### src/rtl/memunit_if.sv
// memunit_if: shared EEI widths and the core-side memory bus between memunit and the MMIO controller.
package eei;
    localparam int XLEN = 64;
    localparam int MEMBUS_DATA_WIDTH = 64;
endpackage

interface Membus #(
    parameter int DW = eei::MEMBUS_DATA_WIDTH,
    parameter int AW = eei::XLEN
);
    logic            valid;
    logic            ready;
    logic [AW-1:0]   addr;
    logic            wen;
    logic [DW-1:0]   wdata;
    logic [DW/8-1:0] wmask;
    logic            rvalid;
    logic [DW-1:0]   rdata;
    modport master (output valid, addr, wen, wdata, wmask, input ready, rvalid, rdata);
    modport slave  (input valid, addr, wen, wdata, wmask, output ready, rvalid, rdata);
endinterface

### src/rtl/memunit.sv
// memunit: EX/MEM load/store unit; issues one aligned bus word request per access and extends load data.
module memunit #(
    parameter int XLEN = eei::XLEN,
    parameter int MEMBUS_DATA_WIDTH = eei::MEMBUS_DATA_WIDTH
) (
    input  logic            clk,
    input  logic            rst,
    input  logic            valid,
    input  logic            is_new,
    input  logic            is_load,
    input  logic            is_store,
    input  logic [2:0]      funct3,
    input  logic [XLEN-1:0] addr,
    input  logic [XLEN-1:0] wsrc,
    output logic [XLEN-1:0] rdata,
    output logic            stall,
    output logic            misaligned,
    Membus.master           membus
);
    localparam int MW = MEMBUS_DATA_WIDTH / 8;

    typedef enum logic [1:0] {INIT, WAIT_READY, WAIT_VALID} state_t;

    state_t                       state_q, state_d;
    logic [XLEN-1:0]              req_addr_q, req_addr_d;
    logic                         req_wen_q, req_wen_d;
    logic [2:0]                   req_funct3_q, req_funct3_d;
    logic [MEMBUS_DATA_WIDTH-1:0] req_wdata_q, req_wdata_d;
    logic [MW-1:0]                req_wmask_q, req_wmask_d;
    logic [XLEN-1:0]              rdata_q, rdata_d;
    logic                         memop, stall_c, req_active, load_done;
    logic [2:0]                   off;
    logic [MW-1:0]                wmask_c;
    logic [MEMBUS_DATA_WIDTH-1:0] word;
    logic [XLEN-1:0]              ld;

    assign off = addr[2:0];
    assign misaligned = valid && (is_load || is_store) &&
        ((funct3[1:0] == 2'b01 && addr[0]) ||
         (funct3[1:0] == 2'b10 && addr[1:0] != 2'b00) ||
         (funct3[1:0] == 2'b11 && addr[2:0] != 3'b000) ||
         funct3 == 3'b111 || (is_store && funct3[2]));
    assign memop = valid && (is_load || is_store) && !misaligned;

    assign wmask_c = funct3[1:0] == 2'b00 ? MW'(1) << off :
                     funct3[1:0] == 2'b01 ? MW'(3) << off :
                     funct3[1:0] == 2'b10 ? MW'(15) << off : {MW{1'b1}};

    // Bus returns the whole aligned word; bring the addressed bytes down to bit 0.
    assign word = membus.rdata >> {req_addr_q[2:0], 3'b000};
    assign ld = req_funct3_q == 3'b000 ? {{(XLEN-8){word[7]}}, word[7:0]} :
                req_funct3_q == 3'b001 ? {{(XLEN-16){word[15]}}, word[15:0]} :
                req_funct3_q == 3'b010 ? {{(XLEN-32){word[31]}}, word[31:0]} :
                req_funct3_q == 3'b100 ? XLEN'(word[7:0]) :
                req_funct3_q == 3'b101 ? XLEN'(word[15:0]) :
                req_funct3_q == 3'b110 ? XLEN'(word[31:0]) : word[XLEN-1:0];

    always_comb begin
        state_d      = state_q;
        req_addr_d   = req_addr_q;
        req_wen_d    = req_wen_q;
        req_funct3_d = req_funct3_q;
        req_wdata_d  = req_wdata_q;
        req_wmask_d  = req_wmask_q;
        rdata_d      = rdata_q;
        stall_c      = 1'b0;
        case (state_q)
            INIT: begin
                stall_c = memop && is_new;
                if (memop && is_new) begin
                    state_d      = WAIT_READY;
                    req_addr_d   = addr;
                    req_wen_d    = is_store;
                    req_funct3_d = funct3;
                    req_wdata_d  = MEMBUS_DATA_WIDTH'(wsrc) << {off, 3'b000};
                    req_wmask_d  = wmask_c;
                end
            end
            WAIT_READY: begin
                stall_c = 1'b1;
                if (membus.ready) state_d = WAIT_VALID;
            end
            WAIT_VALID: begin
                stall_c = !membus.rvalid;
                if (membus.rvalid) begin
                    state_d = INIT;
                    if (!req_wen_q) rdata_d = ld;
                end
            end
            default: state_d = INIT;
        endcase
    end

    always_ff @(posedge clk or negedge rst) begin
        if (!rst) begin
            state_q      <= INIT;
            req_addr_q   <= '0;
            req_wen_q    <= 1'b0;
            req_funct3_q <= '0;
            req_wdata_q  <= '0;
            req_wmask_q  <= '0;
            rdata_q      <= '0;
        end else begin
            state_q      <= state_d;
            req_addr_q   <= req_addr_d;
            req_wen_q    <= req_wen_d;
            req_funct3_q <= req_funct3_d;
            req_wdata_q  <= req_wdata_d;
            req_wmask_q  <= req_wmask_d;
            rdata_q      <= rdata_d;
        end
    end

    assign req_active = state_q == WAIT_READY;
    assign load_done  = state_q == WAIT_VALID && membus.rvalid && !req_wen_q;
    // Reset must drop stall even while a fresh memop is still presented in INIT.
    assign stall = rst && stall_c;
    assign rdata = load_done ? ld : rdata_q;

    assign membus.valid = req_active;
    assign membus.addr  = req_active ? {req_addr_q[XLEN-1:3], 3'b000} : '0;
    assign membus.wen   = req_active && req_wen_q;
    assign membus.wdata = req_active ? req_wdata_q : '0;
    assign membus.wmask = req_active ? req_wmask_q : '0;
endmodule
### src/flat_wrapper.sv
// flat-port wrapper written by rule: the top's interface ports become plain ports
module memunit_flat 
#(
    parameter int XLEN = eei::XLEN,
    parameter int MEMBUS_DATA_WIDTH = eei::MEMBUS_DATA_WIDTH
)
  (clk, rst, valid, is_new, is_load, is_store, funct3, addr, wsrc, rdata, stall, misaligned, membus_valid, membus_addr, membus_wen, membus_wdata, membus_wmask, membus_ready, membus_rvalid, membus_rdata);
  Membus membus_i ();
  input  logic clk;
  input  logic rst;
  input  logic valid;
  input  logic is_new;
  input  logic is_load;
  input  logic is_store;
  input  logic [2:0] funct3;
  input  logic [XLEN-1:0] addr;
  input  logic [XLEN-1:0] wsrc;
  output logic [XLEN-1:0] rdata;
  output logic stall;
  output logic misaligned;
  output wire logic [$bits(membus_i.valid)-1:0] membus_valid;
  output wire logic [$bits(membus_i.addr)-1:0] membus_addr;
  output wire logic [$bits(membus_i.wen)-1:0] membus_wen;
  output wire logic [$bits(membus_i.wdata)-1:0] membus_wdata;
  output wire logic [$bits(membus_i.wmask)-1:0] membus_wmask;
  input wire logic [$bits(membus_i.ready)-1:0] membus_ready;
  input wire logic [$bits(membus_i.rvalid)-1:0] membus_rvalid;
  input wire logic [$bits(membus_i.rdata)-1:0] membus_rdata;
  assign membus_valid = membus_i.valid;
  assign membus_addr = membus_i.addr;
  assign membus_wen = membus_i.wen;
  assign membus_wdata = membus_i.wdata;
  assign membus_wmask = membus_i.wmask;
  assign membus_i.ready = membus_ready;
  assign membus_i.rvalid = membus_rvalid;
  assign membus_i.rdata = membus_rdata;
  memunit #(.XLEN(XLEN), .MEMBUS_DATA_WIDTH(MEMBUS_DATA_WIDTH)) u_core (.clk(clk), .rst(rst), .valid(valid), .is_new(is_new), .is_load(is_load), .is_store(is_store), .funct3(funct3), .addr(addr), .wsrc(wsrc), .rdata(rdata), .stall(stall), .misaligned(misaligned), .membus(membus_i));
endmodule
### config.mk
export PLATFORM = sky130hd
export DESIGN_NAME = memunit_flat
export DESIGN_NICKNAME = d
export VERILOG_FILES = /design/src/rtl/memunit_if.sv /design/src/rtl/memunit.sv /design/src/flat_wrapper.sv
export SDC_FILE = /design/constraint.sdc
export NUM_CORES = 1
export LEC_CHECK = 0
export ABC_CLOCK_PERIOD_IN_PS = 4400
export BUFFER_PORTS_ARGS = -buffer_cell sky130_fd_sc_hd__buf_2
export CORE_ASPECT_RATIO = 0.7
export CORE_MARGIN = 2
export CORE_UTILIZATION = 54
export CTS_BUF_LIST = sky130_fd_sc_hd__clkbuf_8
export CTS_CLUSTER_DIAMETER = 150
export DETAILED_ROUTE_END_ITERATION = 10
export GPL_TIMING_DRIVEN = 0
export PLACE_DENSITY = 0.89
export SYNTH_ARGS = -nofsm -noshare
export SYNTH_HDL_FRONTEND = slang
export SYNTH_SLANG_ARGS = --single-unit
### constraint.sdc
create_clock -name clk -period 4.4 [get_ports clk]
set_input_delay 1.32 -clock clk [delete_from_list [all_inputs] [get_ports clk]]
set_output_delay 1.32 -clock clk [all_outputs]
set_load 0.01 [all_outputs]
* After elaboration in Yosys (flattened, before gate mapping)
Index checks and enable logic that the tools add are counted.
** Cells by class
- Reduce and logical (&&, ||, !) cells :: 28
- Eq/ne operators :: 14
- Multiplexer cells :: 18
- Shifts and indexed selects :: 5
- Bitwise gates (word level) :: 1
** Operators by type and width (number)
- 64-bit 2-to-1 mux :: 9
- 64-bit by 6-bit left shift with 64-bit output :: 1
- 64-bit by 6-bit right shift with 64-bit output :: 1
- 8-bit 2-to-1 mux :: 4
- 3-bit == test, second input constant :: 4
- 1-bit logical AND :: 12
- 1-bit by 3-bit left shift with 8-bit output, first input constant :: 1
- 2-bit by 3-bit left shift with 8-bit output, first input constant :: 1
- 4-bit by 3-bit left shift with 8-bit output, first input constant :: 1
- 2-bit == test, second input constant :: 3
- 2-bit 2-to-1 mux :: 3
- 2-bit one-hot mux with 3 select lines :: 1
- 3-bit AND reduction :: 2
- 1-bit logical OR :: 5
- 2-bit by 1-bit == test with 1-bit output, second input constant :: 2
- 2-bit logical NOT :: 2
- 2-bit inequality test, second input constant :: 2
- 3-bit by 1-bit == test with 1-bit output, second input constant :: 1
- 3-bit by 2-bit == test with 1-bit output, second input constant :: 1
- 1-bit logical NOT :: 3
- 3-bit logical NOT :: 1
- 1-bit one-hot mux with 3 select lines :: 1
- 3-bit nonzero test :: 1
- 2-bit by 1-bit inequality test with 1-bit output, second input constant :: 1
- 3 further kinds :: 3
** Word-level totals
- Word-level logic and storage cells :: 73
- Flip-flop bits (word level) :: 206

* Depth between registers and ports, before layout
- Word-level depth :: 12
- Gate-level depth with buffers :: 11

* Least setup slack after synthesis
Ideal clock, no wire load.
- Kind :: input to output
- Start point :: input port addr[0]
- End point :: output port stall
- Arrival time :: 2869 ps
- Path slack :: 211 ps
- Cell stages on the path :: 9
- Data required time :: 3080 ps
- Path through :: buf_2 clkbuf_1 inv_1 ha_1 nand4bb_1 nand3_1 and3_1 o21bai_1 a21boi_0
** On the way
- Cells in the longest elaborated chain, start to end :: 12
** RTL lines
- start: declaration :: line flat_wrapper.sv:16 : input logic [XLEN-1:0] addr;
- 2-bit nonzero test :: line memunit.sv:40 : (funct3[1:0] == 2'b10 && addr[1:0] != 2'b00) ||
- 1-bit logical AND :: line memunit.sv:40
- 1-bit logical OR :: line memunit.sv:39 : ((funct3[1:0] == 2'b01 && addr[0]) ||
- 1-bit logical OR * :: line memunit.sv:40
- 1-bit logical OR * :: line memunit.sv:41 : (funct3[1:0] == 2'b11 && addr[2:0] != 3'b000) ||
- 1-bit logical OR * :: line memunit.sv:42 : funct3 == 3'b111 || (is_store && funct3[2]));
- 1-bit logical AND * :: line memunit.sv:38 : assign misaligned = valid && (is_load || is_store) &&
- 1-bit logical NOT * :: line memunit.sv:43 : assign memop = valid && (is_load || is_store) && !misaligned;
- 1-bit logical AND * :: line memunit.sv:43
- 1-bit logical AND * :: line memunit.sv:69 : stall_c = memop && is_new;
- 1-bit one-hot mux with 3 select lines * :: line memunit.sv:67 : case (state_q)
- 1-bit logical AND * :: line memunit.sv:117 : assign stall = rst && stall_c;
- end: declaration :: line flat_wrapper.sv:19 : output logic stall;
Every way passes the cells marked *; elsewhere a longest branch is shown, timed or not.

* Worst setup path after layout
- Start point :: input port membus_rdata[23]
- End point :: output port rdata[61]
** On the way
- Cells in the longest elaborated chain, start to end :: 5
** RTL lines
- start: declaration :: line flat_wrapper.sv:28 : input wire logic [$bits(membus_i.rdata)-1:0] membus_rdata;
- 64-bit by 6-bit right shift with 64-bit output * :: line memunit.sv:50 : assign word = membus.rdata >> {req_addr_q[2:0], 3'b000};
- 64-bit 2-to-1 mux :: line memunit.sv:53 : req_funct3_q == 3'b010 ? {{(XLEN-32){word[31]}}, word[31:0]} :
- 64-bit 2-to-1 mux :: line memunit.sv:52 : req_funct3_q == 3'b001 ? {{(XLEN-16){word[15]}}, word[15:0]} :
- 64-bit 2-to-1 mux * :: line memunit.sv:51 : assign ld = req_funct3_q == 3'b000 ? {{(XLEN-8){word[7]}}, word[7:0]} :
- 64-bit 2-to-1 mux * :: line memunit.sv:118 : assign rdata = load_done ? ld : rdata_q;
- end: declaration :: line flat_wrapper.sv:18 : output logic [XLEN-1:0] rdata;
Marked as above.

==> metrics.md <==
| Metric | Value |
|---|---|
| Core Area | `23,800 um2` |
| Simple-gate share of the synthesized area | `0.206` |
| Htree depth | `2` |
| Worst VDD drop | `288 uV` |
| Critical path fanouts, max | `8` |
| Die Area | `25,600 um2` |
| First-pass GRT wire length | `77,700 um` |
| GRT Util Overall | `0.406` |
| CTS Buffer Depth | `3` |
| RSZ-0062 raised after global routing | `yes` |
| Hold path startpoint | `u_core.req_wdata_q[1]` |
| Remaining global-route overflow | `0` |
| Distinct cells, synth | `62` |
| WL/cell | `23.3 um` |
| Critical path buffer and inverter count | `2` |
| Site Rows | `47` |
| Max-cap violation count | `0` |
| Die height | `134 um` |
| Number of port buffers | `402` |
| Power per cell area | `508 nW/um2` |
| Final Skew | `0.0421 ns` |
| Final wirelength | `53,400 um` |
| Final period utilization | `1.01` |
| CTS clk-pin slew, worst paths | `0.07 ns` |
| Min-delay worst type | `flop to flop` |
| Seq cells post-synth | `206` |
| Leak | `8.37 nW` |
| Post-route ant nets | `0` |
| Relative slew slack | `0.404` |
| Most used cell, CP | `buf_2` |
| Post-synth top cells | `323 x nand2_1, 206 x dfrtp_1, 129 x and2_1, 107 x a21oi_1, 97 x mux2i_1` |
| Hold Fails Final Rpt | `0` |
| Slowest cell on crit path | `mux4_2` |
| Initial antenna violation count | `6` |
| Largest family of logic cells by synthesized area | `simple AND/OR/NAND/NOR gates` |
| CP Cell Sequence | `buf_2 -> mux2_2 -> mux4_2 -> a21oi_4 -> a21oi_2 -> o22a_1 -> buf_2` |
| Startpoint class of the critical path | `input port` |
| Top FF cell, synth | `dfrtp_1` |
| Post-Syn Area | `13,100 um2` |
| Detailed-route DRC error count | `0` |
| Cell count after synthesis | `1,490` |
| Pin count of the biggest net entering global routing | `124` |
| Vias in the first global route | `13,200` |
| Clock Latency Late Sink | `0.58 ns` |
| Area delta synth->final | `27.5%` |
| Pre-CTS setup slack | `-0.780 ns` |
| CTS tree | `yes` |
| Status | `finished, violations left` |
| Fmax | `225 MHz` |
| Post-layout nets | `2,160` |
| Gpl congestion | `1.04` |
| Reg2reg setup slack | `1.91 ns` |
| Synth top area cells | `dfrtp_1 39%, nand2_1 9.2%, mux2i_1 7.4%` |
| Share of the synthesized area in the top cell type | `0.393` |
| Clock sinks | `206` |
| Hold endpoint | `u_core.req_wdata_q[1]` |
| Adder-Cell Fraction of Synth Area | `0.00859` |
| WP data required | `3.08 ns` |
| Count leader, synth | `nand2_1` |
| Slew @ Worst Pin | `0.895 ns` |
| Ys async rst share | `1.00` |
| Initial Utilization | `0.552` |
| Drt via density | `6.13` |
| Critical path's top delay family | `multiplexers` |
| Critical Path End Type | `output port` |
| Mux cell area share after synthesis | `0.144` |
| Post-DP HPWL | `40,800 um` |
| Syn avg cell area | `8.80 um2` |
| Layout cells sized above 1 | `0.314` |
| Compound-Gate Fraction of Synth Area | `0.195` |
| Layout Cells excl Fill | `2,294` |
| DP Cell Count | `2,213` |
| Reg2Reg Capture Point | `u_core.req_addr_q[1]` |
| Crit path DAT | `3.13 ns` |
| CP peak stage delay | `0.57 ns` |
| First-iteration detailed-routing DRC count | `1,608` |
| YS warnings | `0` |
| Post-layout util | `0.703` |
| Cells on worst reg2reg path | `5` |
| Synth area leader | `dfrtp_1` |
| Routed vias | `14,100` |
| Post-Synth XOR/XNOR Area | `0.00134` |
| Failing checks | `setup timing` |
| Root buffer cell | `clkbuf_8` |
| CTS Buf Count | `34` |
| Die W | `190 um` |
| Final min period | `4.45 ns` |
| Fin. max-slew vios | `0` |
| Hold depth | `2` |
| Post-synth EDFFs | `0` |
| Reg2reg start | `u_core.state_q[0]` |
| Setup CP Type | `input port to output port` |
| Share of the yosys chip area belonging to registers | `0.393` |
| Final Setup Violations | `5` |
| Final worst slack | `-0.0465 ns` |
| Io pins | `407` |
| DR pass1 iterations | `6` |
-- power by group --
part / leakage, nW / internal [mW] / switching (mW)
clock network: 0.400 / 1.01 / 0.842
logic: 5.41 / 1.54 / 2.21
registers: 2.56 / 2.55 / 0.339
-- cell type report --
class,count,area (um2)
clock buffer,43,592
fill,1908,7050
timing repair buffer,422,2260
inverter,23,93.8
sequential,206,5150
antenna,6,15.0
buffer,127,632
clock inverter,15,136
tap,318,398
multi-input combinational,1134,7430
-- worst max-delay path by stage --
stage	cells past startpoint	slack [ns]	startpoint	end
3_5_place_dp	11	-0.78	addr[0]	stall
5_1_grt	7	-0.03	membus_rdata[23]	rdata[61]
4_1_cts	8	0.001	membus_rvalid	rdata[49]
6_report	7	-0.05	membus_rdata[23]	rdata[61]
2_1_floorplan	9	0.21	addr[0]	stall
3_3_place_gp	3	-2.44	rst	stall
-- per-stage QoR --
stage / hold slack, ns / instance area [um2] / total power [mW] / setup TNS (ns)
4_1_cts: 0.464 / 16400 / 8.26 / 0
6_report: 0.463 / 16700 / 8.49 / -0.0806
3_5_place_dp: 0.449 / 15600 / 6.37 / -51.78
2_1_floorplan: 0.430 / 13100 / 5.11 / 0
5_1_grt: 0.486 / 16700 / 8.89 / -0.204
3_3_place_gp: 0.442 / 15500 / 6.24 / -340.00
-- cell usage in the layout (no fill, tap or decap), drive strengths merged, types with 3 or more instances in the layout --
cell type / count
inv: 29
buf: 471
conb: 3
a31oi: 18
a21o: 13
dfrtp: 206
clkinv: 4
nand2b: 6
a22oi: 7
clkbuf: 121
nor2b: 22
mux2: 20
o22ai: 14
mux4: 30
o22a: 51
and3: 8
nor2: 70
o221ai: 9
a211oi: 28
diode: 6
o21ai: 69
and2: 129
o31ai: 12
o32ai: 3
nand3: 17
a21oi: 109
o21a: 23
nand2: 324
a2111oi: 3
ha: 9
mux2i: 98
nor3: 9
o211ai: 5
o2bb2ai: 7
clkinvlp: 3
-- state kept, by name, summed over array words and instances, names as in the netlist --
signal / count
u_core.rdata_q: 64
u_core.req_addr_q: 64
u_core.req_funct3_q: 3
u_core.req_wdata_q: 64
u_core.req_wen_q: 1
u_core.req_wmask_q: 8
u_core.state_q: 2
-- per-layer routing --
metal / GRT usage / vias to the layer above / part of all wire
li1: - / 6128 / -
met1: 0.564 / 6742 / 0.40
met2: 0.570 / 1021 / 0.42
met3: 0.147 / 167 / 0.14
met4: 0.174 / 4 / 0.045
met5: 0 / - / 0.00051
-- timing repair --
action / CTS / global route
hold buffers: 0 / 0
setup buffers: 8 / 8
pin swaps: 3 / 7
resized for setup: 27 / 58
setup endpoints to repair: 81 / 59
cloned: 1 / 2
-- cell families after synthesis --
group,after synthesis
DFF,206
AOI/OAI and AO/OA,380
xor gates and xnor gates,2
buffers and inverters,152
other,1
adders and majority gates,9
and+or+nand+nor,592
muxes,148
-- tightest hold or removal path, stage by stage (launching register included) --
cell     delay, ns
dfrtp_1       0.34
nand2_1       0.05
nand2_1       0.05
Note: power is estimated with default switching activity, not from simulation.
